[config.mk]
export PLATFORM = sky130hd
export DESIGN_NAME = muldiv_ctrl
export DESIGN_NICKNAME = d
export VERILOG_FILES = /design/src/rtl/muldiv_pkg.sv /design/src/rtl/muldiv_iter.sv /design/src/rtl/muldiv_ctrl.sv
export SDC_FILE = /design/constraint.sdc
export NUM_CORES = 1
export LEC_CHECK = 0
export BUFFER_PORTS_ARGS = -buffer_cell sky130_fd_sc_hd__buf_4
export CAP_MARGIN = 20
export CORE_ASPECT_RATIO = 0.9
export CORE_MARGIN = 3
export CORE_UTILIZATION = 57
export CTS_CLUSTER_DIAMETER = 80
export DETAILED_ROUTE_END_ITERATION = 12
export PLACE_DENSITY = 0.78
export SLEW_MARGIN = 20
export SYNTH_ARGS = -nofsm -noshare
export SYNTH_HDL_FRONTEND = slang
export SYNTH_SLANG_ARGS = --single-unit
[constraint.sdc]
create_clock -name clk -period 3 [get_ports clk]
set_input_delay 0.15 -clock clk [delete_from_list [all_inputs] [get_ports clk]]
set_output_delay 0.15 -clock clk [all_outputs]
set_load 0.02 [all_outputs]
[src/rtl/muldiv_pkg.sv]
// muldiv_pkg: shared definitions for the multiply/divide unit.
//   - funct codes of the eight muldiv instructions
//   - FSM state type
//   - ALU funct list (pass-through, neither handled nor flagged illegal)
package muldiv_pkg;

    localparam logic [5:0] F_MFHI  = 6'b010000;
    localparam logic [5:0] F_MTHI  = 6'b010001;
    localparam logic [5:0] F_MFLO  = 6'b010010;
    localparam logic [5:0] F_MTLO  = 6'b010011;
    localparam logic [5:0] F_MULT  = 6'b011000;
    localparam logic [5:0] F_MULTU = 6'b011001;
    localparam logic [5:0] F_DIV   = 6'b011010;
    localparam logic [5:0] F_DIVU  = 6'b011011;

    localparam int N_ALU = 7;
    localparam logic [5:0] ALU_FUNCTS [0:N_ALU-1] = '{
        6'b100000, 6'b100010, 6'b100100, 6'b100101,
        6'b101010, 6'b000000, 6'b000010
    };

    typedef enum logic [1:0] {IDLE, MUL, DIV, FIX} state_t;

    function automatic logic is_muldiv_funct(input logic [5:0] f);
        case (f)
            F_MFHI, F_MTHI, F_MFLO, F_MTLO,
            F_MULT, F_MULTU, F_DIV, F_DIVU: is_muldiv_funct = 1'b1;
            default:                        is_muldiv_funct = 1'b0;
        endcase
    endfunction

    function automatic logic is_alu_funct(input logic [5:0] f);
        is_alu_funct = 1'b0;
        for (int i = 0; i < N_ALU; i++) begin
            if (f == ALU_FUNCTS[i]) is_alu_funct = 1'b1;
        end
    endfunction

endpackage

[src/rtl/muldiv_iter.sv]
// muldiv_iter: unsigned radix-2 datapath, one bit per i_step.
//   Multiply: shift/add, product = {o_hi, o_lo}.
//   Divide:   restoring shift/subtract, remainder = o_hi, quotient = o_lo.
// Ports:
//   clk, reset   clock, async active-low reset
//   i_load       capture operands and mode (i_div) for a new operation
//   i_step       process one bit
//   i_a, i_b     unsigned magnitudes (multiplicand/dividend, multiplier/divisor)
//   o_hi, o_lo   accumulator and partial register
module muldiv_iter #(
    parameter int WIDTH = 32
) (
    input  logic             clk,
    input  logic             reset,
    input  logic             i_load,
    input  logic             i_step,
    input  logic             i_div,
    input  logic [WIDTH-1:0] i_a,
    input  logic [WIDTH-1:0] i_b,
    output logic [WIDTH-1:0] o_hi,
    output logic [WIDTH-1:0] o_lo
);

    logic             r_div;
    logic [WIDTH-1:0] r_acc;
    logic [WIDTH-1:0] r_part;
    logic [WIDTH-1:0] r_opb;

    logic [WIDTH:0]   w_sum;
    logic [WIDTH:0]   w_shift;
    logic [WIDTH+1:0] w_diff;

    always_comb begin
        w_sum   = {1'b0, r_acc} + (r_part[0] ? {1'b0, r_opb} : '0);
        w_shift = {r_acc, r_part[WIDTH-1]};
        // Two guard bits: the shifted remainder can reach 2^WIDTH, so a
        // single extra bit would not be a reliable borrow.
        w_diff  = {1'b0, w_shift} - {2'b00, r_opb};
    end

    always_ff @(posedge clk or negedge reset) begin
        if (!reset) begin
            r_div  <= 1'b0;
            r_acc  <= '0;
            r_part <= '0;
            r_opb  <= '0;
        end else if (i_load) begin
            r_div  <= i_div;
            r_acc  <= '0;
            r_part <= i_div ? i_a : i_b;
            r_opb  <= i_div ? i_b : i_a;
        end else if (i_step) begin
            if (r_div) begin
                if (!w_diff[WIDTH+1]) begin
                    r_acc  <= w_diff[WIDTH-1:0];
                    r_part <= {r_part[WIDTH-2:0], 1'b1};
                end else begin
                    r_acc  <= w_shift[WIDTH-1:0];
                    r_part <= {r_part[WIDTH-2:0], 1'b0};
                end
            end else begin
                r_acc  <= w_sum[WIDTH:1];
                r_part <= {w_sum[0], r_part[WIDTH-1:1]};
            end
        end
    end

    assign o_hi = r_acc;
    assign o_lo = r_part;

endmodule

[src/rtl/muldiv_ctrl.sv]
// muldiv_ctrl: EX-stage multiply/divide unit with HI/LO registers.
// Ports:
//   clk, reset     clock, async active-low reset
//   start, flush   valid R-type in EX; squash in-flight op
//   funct, a, b    instruction funct, rs and rt operands
//   busy, stall    op in flight; combinational pipeline freeze
//   done           pulse after HI/LO written by MULT/DIV
//   result         HI for MFHI, LO for MFLO, else 0
//   illegal        pulse after start with an unrecognised funct
//
// state | meaning
// IDLE  | accepts new instructions, MTHI/MTLO write, MFHI/MFLO read
// MUL   | shift/add, one multiplier bit per cycle
// DIV   | shift/subtract, one quotient bit per cycle
// FIX   | sign correction, HI/LO write, done
module muldiv_ctrl
    import muldiv_pkg::*;
#(
    parameter int WIDTH = 32
) (
    input  logic             clk,
    input  logic             reset,
    input  logic             start,
    input  logic             flush,
    input  logic [5:0]       funct,
    input  logic [WIDTH-1:0] a,
    input  logic [WIDTH-1:0] b,
    output logic             busy,
    output logic             stall,
    output logic             done,
    output logic [WIDTH-1:0] result,
    output logic             illegal
);

    localparam int CW = $clog2(WIDTH + 1);

    state_t           r_state, w_state_nxt;
    logic [CW-1:0]    r_cnt;
    logic [WIDTH-1:0] r_hi, r_lo;
    logic             r_is_div, r_neg_q, r_neg_r, r_div0;
    logic             r_done, r_illegal;

    logic             w_accept, w_mul_op, w_div_op, w_signed_op, w_load, w_step;
    logic             w_sa, w_sb;
    logic [WIDTH-1:0] w_abs_a, w_abs_b;
    logic [WIDTH-1:0] w_iter_hi, w_iter_lo, w_fix_hi, w_fix_lo;
    logic [2*WIDTH-1:0] w_prod;

    assign w_accept    = start && !flush && (r_state == IDLE);
    assign w_mul_op    = (funct == F_MULT) || (funct == F_MULTU);
    assign w_div_op    = (funct == F_DIV)  || (funct == F_DIVU);
    assign w_signed_op = (funct == F_MULT) || (funct == F_DIV);
    assign w_load      = w_accept && (w_mul_op || w_div_op);
    assign w_step      = (r_state == MUL) || (r_state == DIV);

    assign w_sa    = w_signed_op && a[WIDTH-1];
    assign w_sb    = w_signed_op && b[WIDTH-1];
    assign w_abs_a = w_sa ? -a : a;
    assign w_abs_b = w_sb ? -b : b;

    always_ff @(posedge clk or negedge reset) begin
        if (!reset) r_state <= IDLE;
        else        r_state <= w_state_nxt;
    end

    always_comb begin
        w_state_nxt = r_state;
        case (r_state)
            IDLE: begin
                if (w_accept && w_mul_op)      w_state_nxt = MUL;
                else if (w_accept && w_div_op) w_state_nxt = DIV;
            end
            MUL, DIV: if (r_cnt == CW'(1)) w_state_nxt = FIX;
            FIX:      w_state_nxt = IDLE;
            default:  w_state_nxt = IDLE;
        endcase
        if (flush) w_state_nxt = IDLE;
    end

    always_ff @(posedge clk or negedge reset) begin
        if (!reset) begin
            r_cnt    <= '0;
            r_is_div <= 1'b0;
            r_neg_q  <= 1'b0;
            r_neg_r  <= 1'b0;
            r_div0   <= 1'b0;
        end else if (flush) begin
            r_cnt    <= '0;
        end else if (w_load) begin
            r_cnt    <= CW'(WIDTH);
            r_is_div <= w_div_op;
            r_neg_q  <= w_sa ^ w_sb;
            r_neg_r  <= w_sa;
            r_div0   <= (b == '0);
        end else if (w_step) begin
            r_cnt    <= r_cnt - CW'(1);
        end
    end

    muldiv_iter #(.WIDTH(WIDTH)) u_iter (
        .clk    (clk),
        .reset  (reset),
        .i_load (w_load),
        .i_step (w_step),
        .i_div  (w_div_op),
        .i_a    (w_abs_a),
        .i_b    (w_abs_b),
        .o_hi   (w_iter_hi),
        .o_lo   (w_iter_lo)
    );

    // Divide by zero yields an all-ones quotient and remainder = |a| from the
    // datapath; forcing LO and re-applying sign(a) to HI gives LO=~0, HI=a.
    always_comb begin
        w_prod = {w_iter_hi, w_iter_lo};
        if (r_neg_q) w_prod = -{w_iter_hi, w_iter_lo};
        if (r_is_div) begin
            w_fix_lo = r_div0 ? '1 : (r_neg_q ? -w_iter_lo : w_iter_lo);
            w_fix_hi = r_neg_r ? -w_iter_hi : w_iter_hi;
        end else begin
            w_fix_hi = w_prod[2*WIDTH-1:WIDTH];
            w_fix_lo = w_prod[WIDTH-1:0];
        end
    end

    always_ff @(posedge clk or negedge reset) begin
        if (!reset) begin
            r_hi <= '0;
            r_lo <= '0;
        end else if ((r_state == FIX) && !flush) begin
            r_hi <= w_fix_hi;
            r_lo <= w_fix_lo;
        end else if (w_accept && (funct == F_MTHI)) begin
            r_hi <= a;
        end else if (w_accept && (funct == F_MTLO)) begin
            r_lo <= a;
        end
    end

    always_ff @(posedge clk or negedge reset) begin
        if (!reset) begin
            r_done    <= 1'b0;
            r_illegal <= 1'b0;
        end else begin
            r_done    <= (r_state == FIX) && !flush;
            r_illegal <= start && !flush && !is_muldiv_funct(funct) && !is_alu_funct(funct);
        end
    end

    assign busy    = (r_state != IDLE);
    assign stall   = start && busy && is_muldiv_funct(funct);
    assign done    = r_done;
    assign illegal = r_illegal;

    always_comb begin
        case (funct)
            F_MFHI:  result = r_hi;
            F_MFLO:  result = r_lo;
            default: result = '0;
        endcase
    end

endmodule
==> reports/metrics.yaml <==
floorplan:
  die_h_um: 163
  die_w_um: 181
  die-area_sq_mm: 0.0295
  start_util: 0.590
  ios: 110
  num_rows: 56
  coreArea_sq_mm: 0.0266
yosys:
  async_flop_share: 1.00
  synth.top_cell.area_share: 0.279
  yosysSeqAreaShare: 0.279
  synth.ff_latch_count: 175
  syn_inst: 2013
  synth_most_common_cell: "nand2_1"
  synth_nets: 2162
  synth_top_area_cell: "dfrtp_1"
  synthFlopType: "dfrtp_1"
  synth_area_leaders: "dfrtp_1 28%, nand2_1 6.6%, mux2i_1 6.1%"
  postSynthAreaPerCell_sq_um: 7.79
  synth_edf_count: 0
  yosys-top-cells-count: "277 x nand2_1, 175 x dfrtp_1, 172 x nor2_1"
  ys_warn_count: 0
  netlist_area_sq_mm: 0.0157
  synth_cell_types: 76
cts:
  clkTransAtPathRegs_ps: 80
  cts_buffers: 17
  clkLatencyLatePin_ps: 460
  h-tree-depth: 4
  tritoncts: "done"
  clk_path_buf_depth: 2
  cts.sinks: 175
  root_buffer: "clkbuf_16"
job:
  cap_violations: 0
pwr:
  peakVddDrop_v: 0.000824
  p_per_area_mw_per_mm2: 1010
  p_sw_frac: 0.471
  seqPwrFrac: 0.184
  pwr-share-comb: 0.700
  internal-power_uw: 10700
  leakage_uw: 0.00872
  clkPwrFrac: 0.116
  p_sw_uw: 9500
detailed_routing:
  firstDrtPassIters: 6
  avgRoutedWirePerCell_um: 23.1
  routed_via_density: 6.54
  antenna_left: 0
  vias: 17400
  wl_um: 61600
  drt-initial-drc-count: 2408
  drc_errors: 0
finish:
  fillers: 2049
  final_nets: 2451
  stdcell_area_sq_mm: 0.0200
  stdcell_count: 2663
  n_antenna_cell: 0
  post-route-util: 0.752
  layout-drive-gt1-share: 0.239
  area_growth_pct: 27.4
timing:
  skew_ps: 19.1
  hold_viol: 0
  clock.fmax_ghz: 0.314
  period_needed_ps: 3180
  max_slew_margin: 0.277
  setup_viol: 28
  holdWs_ps: 6.33
  period_share: 1.06
  maxSlewViolCount: 0
  setup_slack_ps: -184
  rsz0062_at_grt: "true"
  worst_pin_slew_ps: 1080
setup_path:
  timing.rr.end: "u_iter.o_hi[10]$_DFFE_PN0P_"
  reg2reg_slack_ps: -180
  r2r-start: "u_iter.o_hi[0]$_DFFE_PN0P_"
  critical_path_class: "reg2reg"
  worstRegToRegCells: 14
  worstPathArrival_ps: 3530
  worstPathMaxFanout: 5
  cp-startpoint: "u_iter.o_hi[0]$_DFFE_PN0P_"
  required_ps: 3350
  critPathLaunchType: "register"
  endpoint: "u_iter.o_hi[10]$_DFFE_PN0P_"
  cp-end-kind: "register"
grt:
  gr-total-overflow: 0
  grt_usage: 0.403
  grt_max_degree: 109
  antenna_found_initial: 0
  grt_pass1_vias: 16200
  grt_pass1_wl_um: 93000
placed_design:
  placed_area_sq_mm: 0.0185
  port-buffer-count: 109
  routabilityCongestion: 1.07
  placed_cells: 2600
  hpwlAfterDp_um: 46800
hold_path:
  worstHoldPathType: "in2reg"
outcome:
  status: "complete, but fails checks"
  violations: "negative setup slack"
-- placed cells by master (no fill, tap or decap), types with 17 or more instances in the layout --
master       n
clkbuf_16   17
xnor2_1     71
xor2_1      98
nor3_1      29
a32oi_1     32
dfrtp_1    174
buf_4      376
inv_1       68
o21ai_1     33
o21ai_0    152
o211ai_1    60
nor2b_1     23
nand4_1     17
nand2b_1    19
nor2_1     160
a21o_1      35
a21oi_1    109
o22ai_1     21
ha_1        63
a211oi_1    19
nor4_1      17
nand2_1    275
nand3_1     27
o31ai_1     17
mux2i_1     93
-- through the flow --
stage	setup WS (ps)	power [uW]	TNS (ps)
global placement	-245	15700	-3770
detailed placement	-305	15900	-5440
floorplan	10.5	10800	0
finish	-184	20200	-2490
global route	-244	21200	-4980
CTS	-88.1	19000	-1110
-- what timing repair did --
action,4_1_cts,5_1_grt
buffers inserted,16,16
setup endpoints to repair,49,53
pin swaps,27,45
resized for setup,63,75
hold buffers,4,0
endpoints found under the hold margin,66,0
-- worst max-delay path, cell delays in order, from the launching register on --
cell and delay (ps):
dfrtp_1 410, buf_6 140, ha_4 200, nor2b_4 120
o31a_1 300, o31ai_4 360, o211ai_1 220, a41oi_2 340
a22oi_2 110, buf_4 160, buf_6 130, buf_4 160
mux2i_1 180, a21oi_1 90, a21o_1 160
-- power by group through the flow --
stage | combinational [uW] | sequential [uW] | clock (uW)
6_report | 14100 | 3710 | 2350
5_1_grt | 15000 | 3770 | 2450
3_3_place_gp | 12100 | 3660 | 0
3_5_place_dp | 12200 | 3690 | 0
2_1_floorplan | 7080 | 3720 | 0
4_1_cts | 13000 | 3660 | 2340
-- layout make-up --
class	instances	area [sq um]	share of cell area
Multi-Input combinational cell	1632	11100	0.555
Timing Repair Buffer	404	3200	0.160
Sequential cell	175	4380	0.219
Tap cell	348	435	0.0218
Clock buffer	18	429	0.0215
Clock inverter	14	171	0.00858
Inverter	72	273	0.0137
-- registers in the layout (all words and copies together) (netlist names), 2 cells and up --
name	cells
r_cnt	6
r_hi	32
u_iter.o_lo	32
r_lo	32
u_iter.o_hi	32
r_state	2
u_iter.r_opb	32
-- routing by layer --
metal / vias up / wire, um / global-route usage
met1: 8310 / 25200 / 0.558
met4: 0 / 2880 / 0.175
li1: 7824 / - / -
met5: - / 0 / 0
met2: 1102 / 26000 / 0.599
met3: 175 / 7520 / 0.102
-- worst min-delay path by stage --
stage,from,endpoint,slack (ps),cells past startpoint
global placement,reset,r_cnt[3]$_DFFE_PN0P_,160,1
finish,funct[4],illegal$_DFF_PN0_,6,2
detailed placement,reset,r_cnt[1]$_DFFE_PN0P_,170,1
global route,funct[4],illegal$_DFF_PN0_,10,2
floorplan,reset,done$_DFF_PN0_,-150,0
CTS,funct[4],illegal$_DFF_PN0_,6,2
-- cell families after synthesis --
kind of cell / count (synthesis) / synth area share
xor+xnor: 173 / 0.0967
flops: 175 / 0.279
simple gates: 667 / 0.195
mux: 105 / 0.0678
fa+ha+maj: 75 / 0.0608
buf+inv: 206 / 0.0496
compound gates: 612 / 0.251
No activity file was read; power rests on OpenSTA's default activity.
